`src/rtl/sad_ctrl_pkg.sv`:
```
// Shared types and constants for the SAD attention sequencer.
// Latency: n/a (types, constants and pure functions only).
// Backpressure: n/a.
package sad_ctrl_pkg;

  localparam int LD_LEN = 64;   // cycles per weight-load phase (8x8 matrix)
  localparam int DIM    = 8;    // embedding dimension
  localparam int CNT_W  = 8;    // phase counter width

  localparam logic [3:0] T_MIN = 4'd1;
  localparam logic [3:0] T_MID = 4'd4;
  localparam logic [3:0] T_MAX = 4'd8;

  typedef enum logic [2:0] {
    IDLE = 3'd0,
    LD_Q = 3'd1,
    LD_K = 3'd2,
    LD_V = 3'd3,
    QK   = 3'd4,
    SV   = 3'd5,
    OUT  = 3'd6
  } phase_t;

  function automatic logic t_legal(input logic [3:0] t);
    return (t == T_MIN) || (t == T_MID) || (t == T_MAX);
  endfunction

  // Number of cycles spent in phase p for token count t.
  function automatic logic [CNT_W-1:0] len_of(input phase_t p, input logic [3:0] t);
    logic [CNT_W-1:0] tw;
    tw = {{(CNT_W-4){1'b0}}, t};
    case (p)
      LD_Q, LD_K, LD_V: len_of = CNT_W'(LD_LEN);
      QK:               len_of = tw * tw;
      SV, OUT:          len_of = tw * CNT_W'(DIM);
      default:          len_of = '0;
    endcase
  endfunction

  // Fixed phase order of one task.
  function automatic phase_t next_phase(input phase_t p);
    case (p)
      LD_Q:    next_phase = LD_K;
      LD_K:    next_phase = LD_V;
      LD_V:    next_phase = QK;
      QK:      next_phase = SV;
      SV:      next_phase = OUT;
      default: next_phase = IDLE;
    endcase
  endfunction

endpackage

```
`src/rtl/sad_cg_gen.sv`:
```
// Maps the phase being entered to per-bank clock enables.
// Latency: combinational; the parent registers the outputs.
// Backpressure: none; cg_en=0 forces every enable high.
module sad_cg_gen
  import sad_ctrl_pkg::*;
(
  input  phase_t phase,
  input  logic   x_win,
  input  logic   cg_en,
  output logic   gate_x,
  output logic   gate_q,
  output logic   gate_k,
  output logic   gate_v,
  output logic   gate_s
);

  // A bank is clocked only in the phase that writes it, or always when gating is off.
  always_comb begin
    gate_x = ~cg_en | x_win;
    gate_q = ~cg_en | (phase == LD_Q);
    gate_k = ~cg_en | (phase == LD_K);
    gate_v = ~cg_en | (phase == LD_V);
    gate_s = ~cg_en | (phase == QK);
  end

endmodule

```
`src/rtl/sad_seq_ctrl.sv`:
```
// Sequencer: 192-cycle load burst (LD_Q/LD_K/LD_V), then QK, SV, OUT row emission.
// Latency: outputs registered; cycle n's outputs appear right after the edge sampling cycle n's in_valid.
// Backpressure: none; a dropped burst aborts to IDLE, in_valid while computing is ignored and flagged.
module sad_seq_ctrl
  import sad_ctrl_pkg::*;
(
  input  logic       clk,
  input  logic       rst_n,
  input  logic       cg_en,
  input  logic       in_valid,
  input  logic [3:0] T,
  output logic       busy,
  output phase_t     phase,
  output logic [2:0] row_idx,
  output logic [2:0] col_idx,
  output logic       mac_clr,
  output logic       mac_en,
  output logic       gate_x,
  output logic       gate_q,
  output logic       gate_k,
  output logic       gate_v,
  output logic       gate_s,
  output logic       out_valid,
  output logic       err
);

  localparam logic [CNT_W-1:0] CNT_ONE = CNT_W'(1);

  phase_t           state, nxt_state;
  logic [CNT_W-1:0] cnt, nxt_cnt;
  logic [3:0]       t_reg, nxt_t;
  logic             drop_q, err_pend;
  logic             start, drop_d, pend_d;
  logic [2:0]       nxt_row, nxt_col;
  logic             nxt_clr, nxt_en, nxt_ov, x_win;
  logic             g_x, g_q, g_k, g_v, g_s;

  // Phase walk: start on in_valid from IDLE (or straight out of OUT), advance at cnt==len-1,
  // and fall back to IDLE one cycle after a dropped load burst.
  always_comb begin
    start     = 1'b0;
    nxt_state = state;
    nxt_cnt   = cnt + CNT_ONE;
    nxt_t     = t_reg;
    if (drop_q) begin
      nxt_state = IDLE;
      nxt_cnt   = '0;
    end else if (state == IDLE) begin
      nxt_cnt = '0;
      start   = in_valid;
    end else if (cnt == len_of(state, t_reg) - CNT_ONE) begin
      nxt_state = next_phase(state);
      nxt_cnt   = '0;
      start     = (state == OUT) && in_valid;
    end
    if (start) begin
      nxt_state = LD_Q;
      nxt_cnt   = '0;
      nxt_t     = t_legal(T) ? T : T_MAX;
    end
  end

  // Protocol errors are detected in the cycle they occur and reported one cycle later.
  always_comb begin
    drop_d = !in_valid && (nxt_state inside {LD_Q, LD_K, LD_V});
    pend_d = drop_d
           || (in_valid && (nxt_state inside {QK, SV, OUT}))
           || (start && !t_legal(T));
  end

  // Row/column indices and MAC controls for the phase being entered.
  always_comb begin
    nxt_row = nxt_cnt[5:3];
    nxt_col = nxt_cnt[2:0];
    nxt_clr = 1'b0;
    nxt_en  = 1'b0;
    nxt_ov  = 1'b0;
    case (nxt_state)
      QK: begin
        nxt_en = 1'b1;
        if (nxt_t == T_MID) begin
          nxt_row = {1'b0, nxt_cnt[3:2]};
          nxt_col = {1'b0, nxt_cnt[1:0]};
        end else if (nxt_t == T_MIN) begin
          nxt_row = '0;
          nxt_col = '0;
        end
        nxt_clr = (nxt_col == 3'd0);
      end
      SV: begin
        nxt_en  = 1'b1;
        nxt_clr = (nxt_col == 3'd0);
      end
      OUT:     nxt_ov = 1'b1;
      default: ;
    endcase
  end

  // X bank only captures the first T rows of the Q load.
  assign x_win = (nxt_state == LD_Q) && (nxt_cnt < {1'b0, nxt_t, 3'b000});

  sad_cg_gen u_cg (
    .phase  (nxt_state),
    .x_win  (x_win),
    .cg_en  (cg_en),
    .gate_x (g_x),
    .gate_q (g_q),
    .gate_k (g_k),
    .gate_v (g_v),
    .gate_s (g_s)
  );

  // Sequencer state, phase counter and latched token count.
  always_ff @(posedge clk) begin
    if (rst_n) begin
      state    <= IDLE;
      cnt      <= '0;
      t_reg    <= '0;
      drop_q   <= 1'b0;
      err_pend <= 1'b0;
    end else begin
      state    <= nxt_state;
      cnt      <= nxt_cnt;
      t_reg    <= nxt_t;
      drop_q   <= drop_d;
      err_pend <= pend_d;
    end
  end

  // Registered outputs; gates follow cg_en even while held in reset.
  always_ff @(posedge clk) begin
    if (rst_n) begin
      phase     <= IDLE;
      busy      <= 1'b0;
      row_idx   <= '0;
      col_idx   <= '0;
      mac_clr   <= 1'b0;
      mac_en    <= 1'b0;
      out_valid <= 1'b0;
      err       <= 1'b0;
      gate_x    <= ~cg_en;
      gate_q    <= ~cg_en;
      gate_k    <= ~cg_en;
      gate_v    <= ~cg_en;
      gate_s    <= ~cg_en;
    end else begin
      phase     <= nxt_state;
      busy      <= (nxt_state != IDLE);
      row_idx   <= nxt_row;
      col_idx   <= nxt_col;
      mac_clr   <= nxt_clr;
      mac_en    <= nxt_en;
      out_valid <= nxt_ov;
      err       <= err_pend;
      gate_x    <= g_x;
      gate_q    <= g_q;
      gate_k    <= g_k;
      gate_v    <= g_v;
      gate_s    <= g_s;
    end
  end

endmodule

```
`config.mk`:
```
export PLATFORM = sky130hd
export DESIGN_NAME = sad_seq_ctrl
export DESIGN_NICKNAME = d
export VERILOG_FILES = /design/src/rtl/sad_ctrl_pkg.sv /design/src/rtl/sad_cg_gen.sv /design/src/rtl/sad_seq_ctrl.sv
export SDC_FILE = /design/constraint.sdc
export NUM_CORES = 1
export LEC_CHECK = 0
export ABC_AREA = 1
export CORE_MARGIN = 5
export CORE_UTILIZATION = 50
export CTS_CLUSTER_SIZE = 30
export DETAILED_ROUTE_END_ITERATION = 12
export PLACE_DENSITY = 0.77
export SLEW_MARGIN = 20
export SYNTH_ARGS = -nofsm -noshare
export SYNTH_HDL_FRONTEND = slang
export SYNTH_HIERARCHICAL = 1
export SYNTH_SLANG_ARGS = --single-unit
```
`constraint.sdc`:
```
create_clock -name clk -period 3.1 [get_ports clk]
set_clock_uncertainty 0.05 [all_clocks]
set_input_delay 0.31 -clock clk [delete_from_list [all_inputs] [get_ports clk]]
set_output_delay 0.31 -clock clk [all_outputs]
set_load 0.01 [all_outputs]
```
==> metrics.log <==
[metrics] outcome: finished clean
[metrics] post-synthesis share of cell area spent on and, or, nand and nor gates: 0.507
[metrics] synthesized area divided by synthesized cell count: 6.63 sq um
[metrics] leakage: approximately 1.5 nW
[metrics] detailed router's first-iteration violation count: slightly below 200
[metrics] IO Count: 27
[metrics] Max-slew headroom: 0.753
[metrics] final wirelength: about 6000 um
[metrics] Core Box Area: 0.00441 sq mm
[metrics] sequential standard cell area: approximately 680 sq um
[metrics] Total Die Area: ~0.006 sq mm
[metrics] prevailing post-synth register cell: sky130_fd_sc_hd__dfxtp_1
[metrics] total gr overflow: 0
[metrics] Worst-path clk slew: roughly 0.07 ns
[metrics] number of buffers added to fix hold violations after cts: 0
[metrics] asr flop ratio synth: 0
[metrics] largest cells by area after synthesis: sky130_fd_sc_hd__dfxtp_1 29%, sky130_fd_sc_hd__nand2_1 13%, sky130_fd_sc_hd__inv_1 8.5%
[metrics] row count: 24
[metrics] first-pass iteration count of the detailed router: 4
[metrics] initial antenna violation count: 0
[metrics] area of the mapped netlist: approximately 0.0023 sq mm
[metrics] maximum operating frequency: 326 MHz
[metrics] count of synthesis-stage warnings from yosys: 6
[metrics] number of nets produced by synthesis: 361
[metrics] Net count, final: 421
[metrics] global routing usage summed across all routing layers: 0.186
[metrics] synthesized netlist cell count: about 350
[metrics] Initial Utilization: 0.520
[metrics] total area of multi-input combinational cells: 0.00156 sq mm
[metrics] sequential fraction of the synthesis area: 0.288
[metrics] Req. time, crit path: 3.24 ns
[metrics] type of the worst setup path: reg2reg
[metrics] CTS tree: yes
[metrics] vias: between 2000 and 2500
[metrics] max FFs per register: 8
[metrics] most frequent cell on the critical path: sky130_fd_sc_hd__nand2_2
[metrics] wire length per cell after detailed routing: ~13 um
[metrics] reported max-cap violation count: 0
[metrics] global-route wire length before repair: 9290 um
[metrics] buffer cell driving the clock tree root: sky130_fd_sc_hd__clkbuf_8
[metrics] adder and majority cell fraction of the synthesized area: 0.0382
[metrics] crit path capture type: register
[metrics] Compound-Gate Fraction of Synth Area: 0.0540
[metrics] post-route minimum period: between 3 and 4 ns
[metrics] path type of the worst min-delay path: reg2reg
[metrics] placed wire-length estimate after detailed placement: about 4300 um
[metrics] data arrival time of the critical path: roughly 3.2 ns
[metrics] multiplexer share of the synthesized area: 0
[metrics] cell total after placement: 440
[metrics] peak supply drop: 409 uV
[metrics] Buffers on Ports: 26
[metrics] number of flip-flops and latches in the synthesized netlist: 33
[metrics] startpoint class of the critical path: register
[metrics] Routability Congestion: just over 0.9
[metrics] crit path max-delay cell type: sky130_fd_sc_hd__dfxtp_4
[metrics] H-tree depth: 2
[metrics] dominant cell type by area after synthesis: sky130_fd_sc_hd__dfxtp_1
[metrics] via-per-instance ratio: around 5.2
[metrics] depth of the worst hold-timing path: 2
[metrics] area delta synth->final: 36.1%
[metrics] RSZ-0062 raised after global routing: true
[metrics] height of the die: around 78 um
[metrics] CP max FO: 6
[metrics] share of final-layout standard cells stronger than drive strength 1: 0.319
[metrics] clock buffers created by TritonCTS: 5
[metrics] Worst R2R Path Depth: 28
[metrics] summed negative setup slack over all endpoints: 0 ns
[metrics] power per standard cell area: ~310 mW/mm^2
[metrics] Antenna Diode Count: 0
[metrics] CTS max path bufs: 2
[metrics] share of the cycle needed by the critical path after routing: 0.989
[metrics] residual DRC count: 0
[metrics] clock latency reported for the late side of the worst-skew pair: 0.29 ns
[metrics] pin count of the biggest net entering global routing: 22
[metrics] Slew @ Worst Pin: roughly 0.37 ns
[metrics] Final Hold Viols: 0
[metrics] fraction of synthesized cell area in xor and xnor cells: 0.00382
[metrics] clock tree sinks: 33
[metrics] Critical Path Max Stage Delay: 0.38 ns
[metrics] number of max-slew violations in the final report: 0
[metrics] portion of synthesized cell area occupied by the leading cell type: 0.288
[metrics] residual antenna-violating net count after detailed routing: 0
[metrics] final std cells w/o fill: 459
[metrics] total of fill cells in the finished design: around 330
[metrics] vias in the first global route: about 2200
[metrics] dominant combinational cell family by area after synthesis: simple AND/OR/NAND/NOR gates
[metrics] count of flip-flops with a built-in enable after synthesis: 0
[metrics] number of distinct library cell variants in the gate-level netlist after synthesis: 34
[metrics] final setup violation count: 0
[metrics] width of the die: 77.7 um
==> cells in the final DEF (no fill, tap or decap), drive strengths merged, types with 5 or more instances in the layout <==
master,synthesis,routed
clkdlybuf4s50,0,26
dfxtp,33,33
ha,7,7
inv,59,59
clkbuf,2,5
nand3,41,41
nor2,57,57
nand4,10,10
o21ai,11,11
nor3,5,5
a21oi,8,8
buf,2,31
nand2,100,100
==> where the power goes <==
part	internal [mW]	switching (mW)	leakage (nW)
combinational	0.0891	0.119	1.21
clock	0.155	0.163	0.0439
sequential	0.439	0.0106	0.273
==> final timing paths <==
check                 to  slack (ns)     start
setup / recovery  gate_x        0.03  t_reg[0]
hold / removal       err        0.37  err_pend
setup reg to reg  gate_x        0.03  t_reg[0]
hold reg to reg      err        0.37  err_pend
==> layer usage <==
layer,global-route usage,vias to the layer above,wire length [um]
met3,0.0475,13,281
met1,0.223,1093,2490
met5,0,-,0
li1,-,1210,-
met2,0.331,64,3130
met4,0.0447,0,114
==> repair_timing <==
action | CTS | global route
setup endpoints to repair | 1 | 13
setup buffers | 0 | 11
resized for setup | 3 | 51
pin swaps | 0 | 22
==> stage by stage <==
stage	utilization	area, sq um	hold slack, ns	power (mW)	setup WS [ns]
detailed placement	0.622	2750	0.364	0.638	0.00693
CTS	0.642	2840	0.378	0.956	0.00767
finish	0.707	3120	0.372	0.976	0.0335
floorplan	-	2290	0.338	0.569	0.115
global placement	0.622	2750	0.349	0.634	0.0900
global route	0.707	3120	0.406	1.03	-0.205
==> logic make-up (layout without fill, tap and decap cells) <==
| logic type | after synthesis | count (layout) |
|---|---|---|
| buffers and inverters | 64 | 125 |
| AOI/OAI and AO/OA | 22 | 22 |
| and+or+nand+nor | 219 | 219 |
| adders and majority gates | 7 | 7 |
| DFF | 33 | 33 |
| xor gates and xnor gates | 1 | 1 |
==> synth_stat cells (all sizes together), types with 2 or more instances <==
master	number
nand2	100
inv	59
nor2	57
nand3	41
dfxtp	33
o21ai	11
nand4	10
a21oi	8
ha	7
nor3	5
nand3b	3
buf	2
clkbuf	2
nor4	2
==> critical path: cells and delay by family (launching register included) <==
kind / cells / cell delay, ns
fa+ha+maj: 2 / 0.43
flops: 1 / 0.38
buf+inv: 6 / 0.37
simple gates: 18 / 1.62
compound gates: 2 / 0.14
==> final cells by class <==
cell class | instances | area share
Inverter | 60 | 0.0730
Sequential cell | 33 | 0.217
Tap cell | 52 | 0.0209
Clock inverter | 3 | 0.00561
Timing Repair Buffer | 57 | 0.163
Multi-Input combinational cell | 249 | 0.498
Clock buffer | 5 | 0.0221
Power figures use the tool's default switching activity.
